<file path="src/rtl/fp51_boot_loader_if.sv">
// ----------------------------------------------------------------------------
// fp51_boot_loader_if
//   Bus bundle between the FP51 boot loader and its neighbours.
//   - rx_data / rx_valid            : byte stream from the host UART receiver
//   - tx_data / tx_valid / tx_ready : response byte handshake to the UART tx
//   - inst_mem_we / inst_mem_wr_addr / inst_mem_data_in : instruction-memory
//                                     write port driven by the loader
//   modport master : the boot loader side (drives tx and memory write port)
//   modport slave  : the host / memory side
// ----------------------------------------------------------------------------
interface fp51_boot_loader_if #(
    parameter int PC_BITWIDTH = 16
);
    logic [7:0]             rx_data;
    logic                   rx_valid;
    logic [7:0]             tx_data;
    logic                   tx_valid;
    logic                   tx_ready;
    logic                   inst_mem_we;
    logic [PC_BITWIDTH-3:0] inst_mem_wr_addr;
    logic [31:0]            inst_mem_data_in;

    modport master (
        input  rx_data,
        input  rx_valid,
        input  tx_ready,
        output tx_data,
        output tx_valid,
        output inst_mem_we,
        output inst_mem_wr_addr,
        output inst_mem_data_in
    );

    modport slave (
        output rx_data,
        output rx_valid,
        output tx_ready,
        input  tx_data,
        input  tx_valid,
        input  inst_mem_we,
        input  inst_mem_wr_addr,
        input  inst_mem_data_in
    );
endinterface

</file>
<file path="src/rtl/fp51_boot_loader.sv">
// ----------------------------------------------------------------------------
// fp51_boot_loader
//   Parses framed commands from a host byte stream and loads code into the
//   FP51 instruction memory.
//   Frame: SYNC CMD [ADDR_HI ADDR_LO LEN DATA...] CHK
//     CMD 8'h01 = WRITE (LEN words, 0 means 256, big-endian bytes)
//     CMD 8'h02 = RUN   (releases pause, pulses run_pulse)
//   The checksum is the mod-256 sum of every byte after SYNC including CHK;
//   a frame is good when that sum is zero. Every frame that reaches CHK, or
//   carries an unknown CMD, is answered with ACK_BYTE or NAK_BYTE.
// Ports:
//   clk        : clock
//   reset_n    : asynchronous active-low reset
//   bus        : rx byte stream, tx response handshake, imem write port
//   pause      : holds the core stalled (1 out of reset)
//   run_pulse  : one-cycle run strobe to the core
//   busy       : high whenever the parser is not idle
// ----------------------------------------------------------------------------
module fp51_boot_loader #(
    parameter int         PC_BITWIDTH    = 16,
    parameter logic [7:0] SYNC_BYTE      = 8'h5A,
    parameter logic [7:0] ACK_BYTE       = 8'hA5,
    parameter logic [7:0] NAK_BYTE       = 8'hEE,
    parameter int         TIMEOUT_CYCLES = 1000000
) (
    input  logic                    clk,
    input  logic                    reset_n,
    fp51_boot_loader_if.master      bus,
    output logic                    pause,
    output logic                    run_pulse,
    output logic                    busy
);
    localparam int AW = PC_BITWIDTH - 2;
    localparam int TW = $clog2(TIMEOUT_CYCLES) + 1;

    localparam logic [2:0] IDLE    = 3'd0;
    localparam logic [2:0] CMD     = 3'd1;
    localparam logic [2:0] ADDR_HI = 3'd2;
    localparam logic [2:0] ADDR_LO = 3'd3;
    localparam logic [2:0] LEN     = 3'd4;
    localparam logic [2:0] DATA    = 3'd5;
    localparam logic [2:0] CHK     = 3'd6;
    localparam logic [2:0] RESP    = 3'd7;

    logic [2:0]    state;
    logic [7:0]    chk_sum;
    logic          is_run;
    logic [7:0]    addr_hi;
    logic [AW-1:0] wr_ptr;
    logic [8:0]    words_left;
    logic [1:0]    byte_cnt;
    logic [23:0]   shift;
    logic [TW-1:0] tmo_cnt;
    logic [7:0]    tx_data_q;
    logic          tx_valid_q;
    logic          we_q;
    logic [AW-1:0] wr_addr_q;
    logic [31:0]   wr_data_q;
    logic          in_frame;
    logic          timed_out;

    assign bus.tx_data          = tx_data_q;
    assign bus.tx_valid         = tx_valid_q;
    assign bus.inst_mem_we      = we_q;
    assign bus.inst_mem_wr_addr = wr_addr_q;
    assign bus.inst_mem_data_in = wr_data_q;

    always_comb begin
        busy      = (state != IDLE);
        in_frame  = (state != IDLE) && (state != RESP);
        // A byte arriving on the limit cycle still counts as activity.
        timed_out = in_frame && !bus.rx_valid &&
                    (tmo_cnt == TW'(TIMEOUT_CYCLES - 1));
    end

    always_ff @(posedge clk or negedge reset_n) begin
        if (!reset_n) begin
            state      <= IDLE;
            chk_sum    <= '0;
            is_run     <= 1'b0;
            addr_hi    <= '0;
            wr_ptr     <= '0;
            words_left <= '0;
            byte_cnt   <= '0;
            shift      <= '0;
            tmo_cnt    <= '0;
            tx_data_q  <= '0;
            tx_valid_q <= 1'b0;
            we_q       <= 1'b0;
            wr_addr_q  <= '0;
            wr_data_q  <= '0;
            pause      <= 1'b1;
            run_pulse  <= 1'b0;
        end else begin
            we_q      <= 1'b0;
            run_pulse <= 1'b0;

            if (timed_out) begin
                state   <= IDLE;
                tmo_cnt <= '0;
            end else begin
                if (in_frame) begin
                    tmo_cnt <= bus.rx_valid ? '0 : tmo_cnt + TW'(1);
                    if (bus.rx_valid)
                        chk_sum <= chk_sum + bus.rx_data;
                end

                case (state)
                    IDLE: begin
                        if (bus.rx_valid && bus.rx_data == SYNC_BYTE) begin
                            chk_sum <= '0;
                            tmo_cnt <= '0;
                            state   <= CMD;
                        end
                    end
                    CMD: begin
                        if (bus.rx_valid) begin
                            case (bus.rx_data)
                                8'h01: begin
                                    is_run <= 1'b0;
                                    state  <= ADDR_HI;
                                end
                                8'h02: begin
                                    is_run <= 1'b1;
                                    state  <= CHK;
                                end
                                default: begin
                                    tx_data_q  <= NAK_BYTE;
                                    tx_valid_q <= 1'b1;
                                    state      <= RESP;
                                end
                            endcase
                        end
                    end
                    ADDR_HI: begin
                        if (bus.rx_valid) begin
                            addr_hi <= bus.rx_data;
                            state   <= ADDR_LO;
                        end
                    end
                    ADDR_LO: begin
                        if (bus.rx_valid) begin
                            wr_ptr <= AW'({addr_hi, bus.rx_data});
                            state  <= LEN;
                        end
                    end
                    LEN: begin
                        if (bus.rx_valid) begin
                            words_left <= (bus.rx_data == 8'h00) ? 9'd256
                                                                  : {1'b0, bus.rx_data};
                            byte_cnt   <= '0;
                            pause      <= 1'b1;
                            state      <= DATA;
                        end
                    end
                    DATA: begin
                        if (bus.rx_valid) begin
                            shift    <= {shift[15:0], bus.rx_data};
                            byte_cnt <= byte_cnt + 2'd1;
                            if (byte_cnt == 2'd3) begin
                                we_q      <= 1'b1;
                                wr_addr_q <= wr_ptr;
                                wr_data_q <= {shift, bus.rx_data};
                                wr_ptr    <= wr_ptr + AW'(1);
                                if (words_left == 9'd1)
                                    state <= CHK;
                                else
                                    words_left <= words_left - 9'd1;
                            end
                        end
                    end
                    CHK: begin
                        if (bus.rx_valid) begin
                            if (chk_sum + bus.rx_data == 8'h00) begin
                                tx_data_q <= ACK_BYTE;
                                if (is_run) begin
                                    pause     <= 1'b0;
                                    run_pulse <= 1'b1;
                                end
                            end else begin
                                tx_data_q <= NAK_BYTE;
                            end
                            tx_valid_q <= 1'b1;
                            state      <= RESP;
                        end
                    end
                    RESP: begin
                        if (tx_valid_q && bus.tx_ready) begin
                            tx_valid_q <= 1'b0;
                            state      <= IDLE;
                        end
                    end
                    default: state <= IDLE;
                endcase
            end
        end
    end
endmodule

</file>
<file path="src/flat_wrapper.sv">
// flat-port wrapper written by rule: the top's interface ports become plain ports
module fp51_boot_loader_flat 
#(
    parameter int         PC_BITWIDTH    = 16,
    parameter logic [7:0] SYNC_BYTE      = 8'h5A,
    parameter logic [7:0] ACK_BYTE       = 8'hA5,
    parameter logic [7:0] NAK_BYTE       = 8'hEE,
    parameter int         TIMEOUT_CYCLES = 1000000
)
  (clk, reset_n, pause, run_pulse, busy, bus_rx_data, bus_rx_valid, bus_tx_ready, bus_tx_data, bus_tx_valid, bus_inst_mem_we, bus_inst_mem_wr_addr, bus_inst_mem_data_in);
  fp51_boot_loader_if #(.PC_BITWIDTH(PC_BITWIDTH)) bus_i ();
  input  logic clk;
  input  logic reset_n;
  output logic pause;
  output logic run_pulse;
  output logic busy;
  input wire logic [$bits(bus_i.rx_data)-1:0] bus_rx_data;
  input wire logic [$bits(bus_i.rx_valid)-1:0] bus_rx_valid;
  input wire logic [$bits(bus_i.tx_ready)-1:0] bus_tx_ready;
  output wire logic [$bits(bus_i.tx_data)-1:0] bus_tx_data;
  output wire logic [$bits(bus_i.tx_valid)-1:0] bus_tx_valid;
  output wire logic [$bits(bus_i.inst_mem_we)-1:0] bus_inst_mem_we;
  output wire logic [$bits(bus_i.inst_mem_wr_addr)-1:0] bus_inst_mem_wr_addr;
  output wire logic [$bits(bus_i.inst_mem_data_in)-1:0] bus_inst_mem_data_in;
  assign bus_i.rx_data = bus_rx_data;
  assign bus_i.rx_valid = bus_rx_valid;
  assign bus_i.tx_ready = bus_tx_ready;
  assign bus_tx_data = bus_i.tx_data;
  assign bus_tx_valid = bus_i.tx_valid;
  assign bus_inst_mem_we = bus_i.inst_mem_we;
  assign bus_inst_mem_wr_addr = bus_i.inst_mem_wr_addr;
  assign bus_inst_mem_data_in = bus_i.inst_mem_data_in;
  fp51_boot_loader #(.PC_BITWIDTH(PC_BITWIDTH), .SYNC_BYTE(SYNC_BYTE), .ACK_BYTE(ACK_BYTE), .NAK_BYTE(NAK_BYTE), .TIMEOUT_CYCLES(TIMEOUT_CYCLES)) u_core (.clk(clk), .reset_n(reset_n), .bus(bus_i), .pause(pause), .run_pulse(run_pulse), .busy(busy));
endmodule
</file>
<file path="config.mk">
export PLATFORM = sky130hd
export DESIGN_NAME = fp51_boot_loader_flat
export DESIGN_NICKNAME = d
export VERILOG_FILES = /design/src/rtl/fp51_boot_loader_if.sv /design/src/rtl/fp51_boot_loader.sv /design/src/flat_wrapper.sv
export SDC_FILE = /design/constraint.sdc
export NUM_CORES = 1
export LEC_CHECK = 0
export BUFFER_PORTS_ARGS = -buffer_cell sky130_fd_sc_hd__buf_2
export CAP_MARGIN = 40
export CORE_MARGIN = 5
export CORE_UTILIZATION = 59
export CTS_CLUSTER_SIZE = 14
export DETAILED_ROUTE_END_ITERATION = 10
export HOLD_SLACK_MARGIN = 0.03
export PLACE_DENSITY = 0.8
export SYNTH_ARGS = -nofsm -noshare
export SYNTH_HDL_FRONTEND = slang
export SYNTH_SLANG_ARGS = --single-unit
</file>
<file path="constraint.sdc">
create_clock -name clk -period 2.45 [get_ports clk]
set_input_delay 0.3675 -clock clk [delete_from_list [all_inputs] [get_ports clk]]
set_output_delay 0.3675 -clock clk [all_outputs]
set_load 0.02 [all_outputs]
</file>
==> results.txt <==
The clock edge transition at the registers on the reported setup and hold paths came out at around 50 ps. The largest net degree at the start of global routing came out at 68. The cell count of the worst reg-to-reg path came out at 7. The clock network fraction of total power is 24.0%. Clock tree synthesis selected as its root buffer the cell clkbuf_16. The capturing point of the worst reg2reg path is u_core.tmo_cnt[19]. The initial utilization of the core area, before any placement, comes to about three fifths. The net total in the final layout came out at roughly 700.

The residual overflow from global routing is 0. The final sum of negative setup slack is 0 ps. The peak fanout along the critical path is 9. The number of flops mapped to enable cells by yosys is 0. The power per cell area is around 1300 mW/mm^2. The synthesized flop and latch total is 141. The core box area came out at 0.0113 sq mm. The total area of sequential cells came out at between 0.003 and 0.004 sq mm.

The destination of the worst hold path is u_core.bus.tx_valid. In this run, distinct cell masters in the synthesized netlist total about 70. The final design instance area without fill came out at about 0.0079 sq mm.

The adder-cell share of the synthesized area is roughly 3.3%. Each instance of the synthesized netlist takes up on average 11.4 sq um. The clock latency reported for the late side of the worst-skew pair came out at approximately 420 ps. The count of buffers added on input and output ports is between 60 and 70. The number of antenna violations at the first check in global routing came out at 0. The area of placed instances is around 0.0073 sq mm. The number of max-cap violations came out at 0. The setup fix buffers added after clock tree synthesis came out at 0.

After detailed routing, the number of vias per cell comes to 6.02. Wires add up to approximately 15,000 um. The global-route wire length before repair is between 20,000 and 25,000 um. The routed layout has between 4,000 and 5,000 vias.

In this run the power spent charging and discharging nets is roughly 3.8 mW. The final core area utilization is ~70%. Between clock sinks in the finished design, the worst skew comes to slightly above 7 ps. The busiest layer in global routing is met2. The signal on the critical path passes through inv_1, ha_1, mux2i_4, nand4_1, nor4_1, xnor2_1, nor2_1. The cell count after placement is 795. The layout-stage area growth over the synthesis result came out at 17.1%. The synthesized-area fraction occupied by xor and xnor cells is roughly 3.5%. The number of nets produced by synthesis came out at between 600 and 700. The repair_antennas step left the layout with diodes totalling 0. The fmax is 435 MHz. The layout filler cell count is between 700 and 800.

The area fraction in and, or, nand and nor cells after synthesis is a little over an eighth. The classification of the worst setup path is reg2reg. The number of CTS-inserted buffers came out at 17. IR analysis of the VDD net gives a maximum drop of 0.000850 V. Setup repair after global routing left no endpoint under its margin. Setup violations remaining at the end of the flow were counted as 0. The number of primary I/O pins came out at between 70 and 80. The path class of the tightest hold or removal check is in2reg. The height of the die is 117 um.

The data arrival time at the worst-slack endpoint came out at about 2600 ps. Of the post-synthesis cell area, the dominant cell type holds a little over half. The global routing met1 resource utilization came out at 29.1%. Net switching is 36.9% of the power. The share of async-settable or async-resettable flops after synthesis is between 90% and 100%. The worst hold path begins at bus_tx_ready. The portion of total power attributed to combinational logic is 37.2%. The clock passes through at most 2 buffers. The clock sink count is 141. The final HPWL from detailed placement came out at about 10000 um. The worst setup path is captured at a register. The number of warning messages in the yosys log is 0.

The startpoint type of the worst setup path is a register. At the end of routability-driven placement, the weighted congestion stood at 0.910. After synthesis, the largest family of logic cells by area is multiplexers. The area fraction in compound gates after synthesis is 10.9%. The netlist area before placement came out at roughly 0.0067 sq mm. In the layout the commonest cells are dfrtp_1 (140), mux2_2 (77), buf_2 (68).

Of the cells placed in the final design, the portion with a size suffix greater than 1 is a little under a third. By area the synthesized netlist is led by dfrtp_1 (52%), mux2_2 (13%), nor2_1 (3.4%). The detailed-route wire length per cell came out at approximately 18 um. For the worst setup path, the data required time is between 2000 and 3000 ps. The die covers roughly 0.014 sq mm. Setup slack on the worst reg-to-reg path comes out at between 150 and 200 ps. The global-route usage over all layers is a little under a quarter. The floorplan has 39 rows. The total count of max-transition violations in the final report came out at 0. The horizontal die dimension is about 120 um.

The H-tree depth came out at 4. The via count of the first global-routing pass is 5,020. The post-synthesis sequential area ratio is 52.5%. The biggest area contributor in the post-synthesis netlist is dfrtp_1. After detailed routing, the number of remaining DRC violations is 0. TritonCTS built the clock tree.

The highest cell delay on the worst timing path is about 460 ps. For this block, the initial DRC count from the detailed router was between 400 and 500. The critical register-to-register path startpoint is u_core.state[0]. The clock period minus worst slack is about 2300 ps. Of the total power, registers draw roughly 39%. The final clock period utilization by the worst path is between 90% and 100%. The number of nets with antenna violations after detailed routing is 0.

Before antenna repair, the detailed router went through 5 iterations. The count of placed standard cells in the final layout, fillers left out came out at approximately 830. The primary flip-flop cell chosen by synthesis mapping is dfrtp_1. Global routing consumed, on the met2 layer, between 30% and 40% of the routing resources. The number of hold violations in the final report came out at 0. The mux contribution to synthesized area is a little over an eighth. The run finished with clean final reports. The cell with the largest stage delay on the worst path is nor4_1.

The buffering stage count on the worst path with inverters included is 1. Cell internal power was estimated by the tool at around 6.4 mW. The number of cells traversed by the worst hold path came out at 4.

For the pin with the worst max-slew slack, the measured transition is between 600 and 700 ps. On the critical path the largest part of the delay comes from simple AND/OR/NAND/NOR gates. The multi-input combinational cell area came out at 0.00299 sq mm. Leaving out fill and tap cells, the most frequent cell in the layout is dfrtp_1. In this run the tightest slew margin relative to its limit is between 50% and 60%. For met3 alone, demand over resource in global routing was under 10%. The cell count after synthesis came out at 591. The static leakage is 3.65 nW.
state kept, by name (all words and copies together) (netlist names):
name and cells:
u_core.addr_hi 6, u_core.bus.inst_mem_data_in 32, u_core.bus.inst_mem_we 1, u_core.bus.inst_mem_wr_addr 14, u_core.bus.tx_data 3, u_core.bus.tx_valid 1
u_core.byte_cnt 2, u_core.chk_sum 8, u_core.is_run 1, u_core.pause 1, u_core.run_pulse 1, u_core.shift 24
u_core.state 3, u_core.tmo_cnt 21, u_core.words_left 9, u_core.wr_ptr 14
through the flow:
stage	worst slack, ps	power [mW]	hold slack (ps)
2_1_floorplan	207	6.57	71.9
3_3_place_gp	50.6	7.50	392
3_5_place_dp	-54.2	7.71	400
4_1_cts	42.7	10.2	285
5_1_grt	29.1	10.9	307
6_report	151	10.2	294
repair_timing:
item                                    in CTS  in global routing
resized for setup                            1                  2
hold buffers                                 1                  0
endpoints found under the setup margin       4                  5
pin swaps                                    0                  1
hold endpoints to repair                    64                  0
cloned                                       0                  0
power by group through the flow:
stage | Clock (mW) | Sequential (mW) | Combinational [mW]
final | 2.45 | 3.95 | 3.79
after global routing | 2.60 | 4.07 | 4.18
after CTS | 2.48 | 3.93 | 3.79
after detailed placement | 0 | 3.96 | 3.74
after global placement | 0 | 3.89 | 3.61
after floorplan | 0 | 4.20 | 2.37
routing by layer:
layer	part of all wire [%]	wire [um]
met5	0	0
met4	2.8	409
met3	6.1	882
met2	49	7180
met1	42	6090
cells in the mapped netlist, drive strengths merged, types with 3 or more instances:
| cell | number |
|---|---|
| a21o | 3 |
| a21oi | 27 |
| a22o | 5 |
| a22oi | 3 |
| a31oi | 13 |
| and2 | 6 |
| and3 | 7 |
| buf | 19 |
| clkbuf | 12 |
| dfrtp | 140 |
| ha | 16 |
| inv | 11 |
| mux2 | 77 |
| mux2i | 3 |
| nand2 | 33 |
| nand3 | 8 |
| nand4 | 9 |
| nor2 | 63 |
| nor2b | 3 |
| nor3 | 12 |
| nor3b | 3 |
| nor4 | 10 |
| o21ai | 26 |
| o22a | 11 |
| or3 | 4 |
| xnor2 | 22 |
| xor2 | 5 |
tightest hold or removal path, delay by kind of cell:
family	cells	cell delay, ps
compound gates	1	50
buf+inv	1	110
simple gates	2	130
how the worst max path moves through the flow:
stage | start | to | slack, ps | cells after the start
global route | u_core.state[1] | u_core.tmo_cnt[19] | 30 | 7
CTS | u_core.chk_sum[0] | u_core.run_pulse | 40 | 8
detailed placement | bus_rx_data[0] | u_core.run_pulse | -50 | 9
global placement | bus_rx_data[0] | u_core.run_pulse | 50 | 9
floorplan | bus_rx_data[0] | u_core.run_pulse | 210 | 7
finish | u_core.state[0] | u_core.tmo_cnt[19] | 150 | 7
layout make-up:
class / count / area share, %
sequential: 141 / 44.9
timing repair buffer: 93 / 7.11
inverter: 12 / 0.572
tap: 143 / 2.27
clock buffer: 18 / 5.58
multi-input combinational: 407 / 38.1
clock inverter: 12 / 1.56
logic make-up (layout without fill, tap and decap cells):
family / Yosys count / in the layout
muxes: 80 / 80
AOI/OAI and AO/OA: 109 / 109
and+or+nand+nor: 173 / 173
DFF: 141 / 141
xor gates and xnor gates: 27 / 27
buffers and inverters: 43 / 135
adders and majority gates: 17 / 17
other: 1 / 1
Note: power is estimated with default switching activity, not from simulation.
